==> config.mk <==
export PLATFORM = sky130hd
export DESIGN_NAME = jitter_alarm_manager_flat
export DESIGN_NICKNAME = d
export VERILOG_FILES = /design/src/rtl/jitter_alarm_if.sv /design/src/rtl/jitter_alarm_manager.sv /design/src/flat_wrapper.sv
export SDC_FILE = /design/constraint.sdc
export NUM_CORES = 1
export LEC_CHECK = 0
export CORE_MARGIN = 4
export CORE_UTILIZATION = 55
export DETAILED_ROUTE_END_ITERATION = 8
export DONT_BUFFER_PORTS = 1
export PLACE_DENSITY = 0.72
export SLEW_MARGIN = 20
export SYNTH_ARGS = -nofsm -noshare
export SYNTH_HDL_FRONTEND = slang
export SYNTH_SLANG_ARGS = --single-unit
==> constraint.sdc <==
create_clock -name clk -period 2.74 [get_ports clk]
set_clock_uncertainty 0.1 [all_clocks]
set_input_delay 0.822 -clock clk [delete_from_list [all_inputs] [get_ports clk]]
set_output_delay 0.822 -clock clk [all_outputs]
set_load 0.03 [all_outputs]
==> src/rtl/jitter_alarm_if.sv <==
// Bus between the jitter measurement/status side and jitter_alarm_manager.
interface jitter_alarm_if #(
   parameter int unsigned MEAS_W = 16,
   parameter int unsigned EVT_W  = 8
);
   logic              cfg_enable;
   logic              meas_valid;
   logic [MEAS_W-1:0] jitter_measure;
   logic              irq_ack;
   logic              peak_clr;
   logic              alarm;
   logic              irq;
   logic [1:0]        state;
   logic [MEAS_W-1:0] peak_jitter;
   logic [EVT_W-1:0]  event_count;

   modport master (
      output cfg_enable, meas_valid, jitter_measure, irq_ack, peak_clr,
      input  alarm, irq, state, peak_jitter, event_count
   );

   modport slave (
      input  cfg_enable, meas_valid, jitter_measure, irq_ack, peak_clr,
      output alarm, irq, state, peak_jitter, event_count
   );
endinterface

==> src/rtl/jitter_alarm_manager.sv <==
// Qualified, debounced jitter alarm with hysteresis, peak hold, event count
// and sticky interrupt. MEAS_W/EVT_W must match the connected interface.
module jitter_alarm_manager #(
   parameter int unsigned MEAS_W        = 16,
   parameter int unsigned SET_THRESHOLD = 24,
   parameter int unsigned CLR_THRESHOLD = 16,
   parameter int unsigned SET_COUNT     = 4,
   parameter int unsigned CLR_COUNT     = 8,
   parameter int unsigned EVT_W         = 8
) (
   input  logic           clk,
   input  logic           rst,
   jitter_alarm_if.slave  bus
);
   localparam int unsigned RUN_MAX = (SET_COUNT > CLR_COUNT) ? SET_COUNT : CLR_COUNT;
   localparam int unsigned RUN_W   = $clog2(RUN_MAX) + 1;

   localparam logic [1:0] ST_NORMAL  = 2'd0;
   localparam logic [1:0] ST_PENDING = 2'd1;
   localparam logic [1:0] ST_ALARM   = 2'd2;
   localparam logic [1:0] ST_RECOVER = 2'd3;

   logic [1:0]        state_q, state_d;
   logic [RUN_W-1:0]  run_q, run_d;
   logic              alarm_q, alarm_d;
   logic              irq_q, irq_d;
   logic [EVT_W-1:0]  event_q, event_d;
   logic [MEAS_W-1:0] peak_q, peak_d;

   logic              qual_c;
   logic              high_c;
   logic              low_c;
   logic              entry_c;
   logic [RUN_W-1:0]  run_inc_c;

   // Sample classification and saturating run increment
   always_comb begin
      qual_c    = bus.meas_valid && bus.cfg_enable;
      high_c    = bus.jitter_measure > MEAS_W'(SET_THRESHOLD);
      low_c     = bus.jitter_measure < MEAS_W'(CLR_THRESHOLD);
      run_inc_c = (run_q == '1) ? run_q : run_q + RUN_W'(1);
   end

   // Next-state: qualification FSM, alarm, irq, event counter, peak hold
   always_comb begin
      state_d = state_q;
      run_d   = run_q;
      entry_c = 1'b0;
      irq_d   = irq_q;
      event_d = event_q;
      peak_d  = peak_q;

      if (!bus.cfg_enable) begin
         state_d = ST_NORMAL;
         run_d   = '0;
      end else if (bus.meas_valid) begin
         case (state_q)
            ST_NORMAL: begin
               if (high_c) begin
                  run_d = RUN_W'(1);
                  if (SET_COUNT == 1) begin
                     state_d = ST_ALARM;
                     entry_c = 1'b1;
                  end else begin
                     state_d = ST_PENDING;
                  end
               end
            end
            ST_PENDING: begin
               if (high_c) begin
                  if (run_inc_c == RUN_W'(SET_COUNT)) begin
                     state_d = ST_ALARM;
                     run_d   = '0;
                     entry_c = 1'b1;
                  end else begin
                     run_d = run_inc_c;
                  end
               end else begin
                  state_d = ST_NORMAL;
                  run_d   = '0;
               end
            end
            ST_ALARM: begin
               if (low_c) begin
                  run_d   = RUN_W'(1);
                  state_d = (CLR_COUNT == 1) ? ST_NORMAL : ST_RECOVER;
                  if (CLR_COUNT == 1) begin
                     run_d = '0;
                  end
               end else begin
                  run_d = '0;
               end
            end
            default: begin
               if (low_c) begin
                  if (run_inc_c == RUN_W'(CLR_COUNT)) begin
                     state_d = ST_NORMAL;
                     run_d   = '0;
                  end else begin
                     run_d = run_inc_c;
                  end
               end else begin
                  state_d = ST_ALARM;
                  run_d   = '0;
               end
            end
         endcase
      end

      alarm_d = (state_d == ST_ALARM) || (state_d == ST_RECOVER);

      // Set wins over acknowledge
      if (entry_c) begin
         irq_d = 1'b1;
      end else if (bus.irq_ack) begin
         irq_d = 1'b0;
      end

      if (entry_c && (event_q != '1)) begin
         event_d = event_q + EVT_W'(1);
      end

      if (bus.peak_clr) begin
         peak_d = qual_c ? bus.jitter_measure : '0;
      end else if (qual_c && (bus.jitter_measure > peak_q)) begin
         peak_d = bus.jitter_measure;
      end
   end

   // State and output registers with synchronous reset
   always_ff @(posedge clk) begin
      if (rst) begin
         state_q <= ST_NORMAL;
         run_q   <= '0;
         alarm_q <= 1'b0;
         irq_q   <= 1'b0;
         event_q <= '0;
         peak_q  <= '0;
      end else begin
         state_q <= state_d;
         run_q   <= run_d;
         alarm_q <= alarm_d;
         irq_q   <= irq_d;
         event_q <= event_d;
         peak_q  <= peak_d;
      end
   end

   assign bus.state       = state_q;
   assign bus.alarm       = alarm_q;
   assign bus.irq         = irq_q;
   assign bus.event_count = event_q;
   assign bus.peak_jitter = peak_q;

endmodule

==> src/flat_wrapper.sv <==
// flat-port wrapper written by rule: the top's interface ports become plain ports
module jitter_alarm_manager_flat 
#(
   parameter int unsigned MEAS_W        = 16,
   parameter int unsigned SET_THRESHOLD = 24,
   parameter int unsigned CLR_THRESHOLD = 16,
   parameter int unsigned SET_COUNT     = 4,
   parameter int unsigned CLR_COUNT     = 8,
   parameter int unsigned EVT_W         = 8
)
  (clk, rst, bus_cfg_enable, bus_meas_valid, bus_jitter_measure, bus_irq_ack, bus_peak_clr, bus_alarm, bus_irq, bus_state, bus_peak_jitter, bus_event_count);
  jitter_alarm_if #(.MEAS_W(MEAS_W), .EVT_W(EVT_W)) bus_i ();
  input  logic clk;
  input  logic rst;
  input wire logic [$bits(bus_i.cfg_enable)-1:0] bus_cfg_enable;
  input wire logic [$bits(bus_i.meas_valid)-1:0] bus_meas_valid;
  input wire logic [$bits(bus_i.jitter_measure)-1:0] bus_jitter_measure;
  input wire logic [$bits(bus_i.irq_ack)-1:0] bus_irq_ack;
  input wire logic [$bits(bus_i.peak_clr)-1:0] bus_peak_clr;
  output wire logic [$bits(bus_i.alarm)-1:0] bus_alarm;
  output wire logic [$bits(bus_i.irq)-1:0] bus_irq;
  output wire logic [$bits(bus_i.state)-1:0] bus_state;
  output wire logic [$bits(bus_i.peak_jitter)-1:0] bus_peak_jitter;
  output wire logic [$bits(bus_i.event_count)-1:0] bus_event_count;
  assign bus_i.cfg_enable = bus_cfg_enable;
  assign bus_i.meas_valid = bus_meas_valid;
  assign bus_i.jitter_measure = bus_jitter_measure;
  assign bus_i.irq_ack = bus_irq_ack;
  assign bus_i.peak_clr = bus_peak_clr;
  assign bus_alarm = bus_i.alarm;
  assign bus_irq = bus_i.irq;
  assign bus_state = bus_i.state;
  assign bus_peak_jitter = bus_i.peak_jitter;
  assign bus_event_count = bus_i.event_count;
  jitter_alarm_manager #(.MEAS_W(MEAS_W), .SET_THRESHOLD(SET_THRESHOLD), .CLR_THRESHOLD(CLR_THRESHOLD), .SET_COUNT(SET_COUNT), .CLR_COUNT(CLR_COUNT), .EVT_W(EVT_W)) u_core (.clk(clk), .rst(rst), .bus(bus_i));
endmodule
### Word-level counts from Yosys, hierarchy flattened

Index checks and enable logic that the tools add are counted.

* add/sub/neg operators: 2
* $lt $le $gt $ge: 3
* equality and inequality tests: 9
* muxes and demuxes: 27
* bitwise logic cells: 1
* reduce and logical (&&, ||, !) cells: 9

Operators by type and width (count)
* 16-bit 2-to-1 mux: 3
* 4-bit 2-to-1 mux: 6
* 16-bit > comparator: 1
* 16-bit by 5-bit > comparator with 1-bit output, second input constant: 1
* 16-bit by 5-bit less-than comparator with 1-bit output, second input constant: 1
* 2-bit 2-to-1 mux: 8
* 4-bit one-hot mux with 3 select lines: 1
* 8-bit by 1-bit adder with 8-bit output, second input constant: 1
* 4-bit == test, second input constant: 2
* 1-bit 2-to-1 mux: 8
* 8-bit != test, second input constant: 1
* 2-bit == test, second input constant: 3
* 2-bit one-hot mux with 3 select lines: 1
* 4-bit by 1-bit adder with 4-bit output, second input constant: 1
* 4-bit by 3-bit == test with 1-bit output, second input constant: 1
* 2-bit nonzero test: 2
* 1-bit logical AND: 3
* 2-bit by 1-bit == test with 1-bit output, second input constant: 1
* 2-bit zero test: 1
* 2-bit by 1-bit != test with 1-bit output, second input constant: 1
* 2-bit AND reduction: 1
* 2-bit OR reduction: 1
* 1-bit logical OR: 1
* 1-bit inverter: 1

* register bits: 32
* output and inout port bits: 28
* logic and storage cells: 57

### Logic depth before layout (Yosys ltp)

* depth in word-level cells: 10
* mapped depth: 9
* depth with buffers taken out: 7

### Worst setup path after synthesis

No wires, ideal clock.

* kind: input -> register
* start: in bus_jitter_measure[15]
* end: reg u_core.peak_q[0], in the netlist u_core.bus.peak_jitter[0]
* library setup time: 72 ps
* arrival time: 2395 ps
* path slack: 173 ps
* stages: 7
* path buffers: 2
* cell sequence: ha_1 -> nand4_1 -> a2111oi_0 -> o41a_1 -> buf_2 -> buf_4 -> mux2i_1

* longest elaborated chain between the ends: 3

Ends and longest elaborated chain
* from (decl): line flat_wrapper.sv:17 `input wire logic [$bits(bus_i.jitter_measure)-1:0] bus_jitter_measure;`
* 16-bit > comparator: line jitter_alarm_manager.sv:125 `end else if (qual_c && (bus.jitter_measure > peak_q)) begin`
* 1-bit logical AND: line jitter_alarm_manager.sv:125
* 2-bit nonzero test (no line)
* to (signal assigned): line jitter_alarm_manager.sv:145 `peak_q <= peak_d;`
* to (decl): line jitter_alarm_manager.sv:28 `logic [MEAS_W-1:0] peak_q, peak_d;`

Every way passes these cells.
A chain may end at the register's enable or synchronous reset.

### Worst setup path after layout

* start: reg u_core.peak_q[8], in the netlist u_core.bus.peak_jitter[8]
* end: reg u_core.peak_q[12], in the netlist u_core.bus.peak_jitter[12]

* longest elaborated chain between the ends: 3

Ends and longest elaborated chain (line)
* 16-bit > comparator: jitter_alarm_manager.sv:125
* 1-bit logical AND: jitter_alarm_manager.sv:125
* 2-bit nonzero test (no line)

Every way passes these cells.

==> impl_results.md <==
- Final cycle utilization of the critical path: 0.865
- Leakage: 0.890 nW
- Num ports: 50
- CP arrival: 2480 ps
- CP Capture Type: register
- CTS Buffer Depth: 2
- Share of cells above drive strength 1: 0.132
- WL final: 4820 um
- ANT nets after route: 0
- # Post-CTS Setup Buffers: 0
- Post-Syn Nets: 288
- Minimum hold slack: 494 ps
- Sequence of cells on the critical path: inv_1, ha_1, nand4_1, a2111oi_0, o41a_1, buf_4, mux2i_1
- Register bit total from synthesis: 32
- Final HPWL DP: 3600 um
- Port bufs: 0
- Core Util, Final: 0.634
- Sw frac: 0.270
- Final hold vios: 0
- Max Cap Violations: 0
- Initial drt markers: 127
- Number of synthesized flops with an enable pin: 0
- Combinational share of power: 0.151
- N_diodes: 0
- Hold/Removal Path Class: register to register
- Root Driver: clkbuf_8
- Final worst slack: 369 ps
- F_max: 0.422 GHz
- CP max stage cell: dfxtp_1
- Slew @ Worst Pin: 513 ps
- Fillcell total: 330
- Global-route wire length before repair: 8730 um
- Net Switching: 303 uW
- Largest fanout on the critical path: 10
- Synth area leader: dfxtp_1
- Relative slew slack: 0.658
- Die Height: 69.6 um
- Die X: 69.6 um
- Clock transition at the registers of the reported paths: 70 ps
- H-tree levels: 2
- Seq/Total Area, Yosys: 0.307
- Synth area leaders: dfxtp_1, ha_1, mux2i_1
- Pin count of the biggest net entering global routing: 15
- Core area: 0.00366 mm2
- First drt pass iteration count: 4
- Mapped Cells: 248
- CTS tree: done
- Syn Area/Cell: 8.41 um2
- Pwr per Cell Area: 485 mW/mm2
- Final setup vio count: 0
- Post-route DRC: 0
- Outcome: complete, no violations
- CP required: 2850 ps
- Post-Layout Cell Count: 313
- Placement Setup Slack: 103 ps
- # resized after CTS: 0
- Sequential fraction of design power: 0.444
- Int Pwr: 821 uW
- Synth top cells by count: nand2_1, dfxtp_1, inv_1
- GRT overflow: 0
- CTS buffer count: 5
- Starting Density: 0.570
- Die ar.: 0.00484 mm2
- Peak supply drop: 349 uV
- Main flop type after synthesis: dfxtp_1
- GR Util All Layers: 0.216
- # nets final: 304
- Yosys top cell area share: 0.307
- CTS sink cnt: 32
- Critical path's largest stage delay: 530 ps
- RD Place Congestion: 0.783
- Placed cell count: 305
- Setup TNS: 0 ps
- Synth cell types: 55
- Clock share of power: 0.405
- Total number of vias: 1883
- Latest clock arrival within the worst-skew pair: 290 ps
- Startpoint Class: register
- Vias per cell: 6.02
- Rows: 22
- Initial antenna violation count: 0
- CTS Hold Bufs: 0
- Unrepaired setup endpoints after global routing: no
- Minimum clock period: 2370 ps
- Cell with the most instances after synthesis: nand2_1
- Synth Warn #: 0
- Mapped Area: 0.00209 mm2
- Vias in the first global route: 1845
- Fin. max-slew vios: 0
- Area Overhead vs Synth: 11.2%
- Per-cell routed wire length: 15.4 um
- Worst Path Class, Setup: register to register
- Post-synth ARST share: 0
cells in the final DEF, fill, tap and decap left out, types with 7 or more instances in the layout:
cell type / count
a21oi_1: 15
buf_4: 20
dfxtp_1: 32
ha_1: 18
inv_1: 21
mux2i_1: 16
nand2_1: 40
nand3_1: 13
nand4_1: 7
metal layers:
layer / vias up / GRT usage / share of wire
li1: 942 / - / -
met1: 889 / 0.288 / 0.47
met2: 43 / 0.327 / 0.45
met3: 9 / 0.0739 / 0.073
met4: 0 / 0.0651 / 0.015
met5: - / 0 / 0
logic make-up after synthesis:
| family | after synthesis | synth area share |
|---|---|---|
| AND/OR/NAND/NOR | 97 | 0.251 |
| AO/OA/AOI/OAI | 51 | 0.168 |
| XOR/XNOR | 1 | 0.00420 |
| buffers and inverters | 32 | 0.0798 |
| multiplexers | 17 | 0.0822 |
| flip-flops | 32 | 0.307 |
| adder cells (fa/ha/maj) | 18 | 0.108 |
metrics by stage:
step                power (mW)  area, um2
floorplan                0.639       2090
global placement         0.675       2210
detailed placement       0.679       2210
CTS                       1.13       2320
global route              1.18       2320
finish                    1.12       2320
sequential cells by signal (all words and copies together), names as in the netlist:
register	count
u_core.run_q	4
u_core.bus.irq	1
u_core.bus.event_count	8
u_core.bus.peak_jitter	16
u_core.bus.alarm	1
u_core.bus.state	2
power by group through the flow:
stage          clock network [mW]  logic (mW)  registers (mW)
2_1_floorplan                   0       0.110           0.529
4_1_cts                     0.458       0.170           0.500
3_5_place_dp                    0       0.169           0.510
5_1_grt                     0.485       0.190           0.502
3_3_place_gp                    0       0.166           0.510
6_report                    0.455       0.169           0.500
path summary, 6_finish.rpt:
| check | startpoint | endpoint | slack (ps) | cells after the start |
|---|---|---|---|---|
| setup reg to reg | u_core.bus.peak_jitter[8] | u_core.bus.peak_jitter[12] | 370 | 7 |
| hold / removal | u_core.run_q[0] | u_core.run_q[0] | 490 | 2 |
| hold reg to reg | u_core.run_q[0] | u_core.run_q[0] | 490 | 2 |
| setup / recovery | u_core.bus.peak_jitter[8] | u_core.bus.peak_jitter[12] | 370 | 7 |
critical path: cells and delay by family (launching register included):
family / cells / cell delay, ps
AOI/OAI and AO/OA: 2 / 680
adders and majority gates: 1 / 290
buffers and inverters: 2 / 320
DFF: 1 / 530
muxes: 1 / 220
and+or+nand+nor: 1 / 160
area by class of cell:
class	count	area (um2)	share of cell area
multi-input cells	184	1280	0.553
flip-flops and latches	32	641	0.276
well taps	48	60.1	0.0259
repair buffers	20	150	0.0647
clock inverters	2	35.0	0.0151
inverters	21	78.8	0.0340
clock buffers	6	72.6	0.0313
Note: power is estimated with default switching activity, not from simulation.
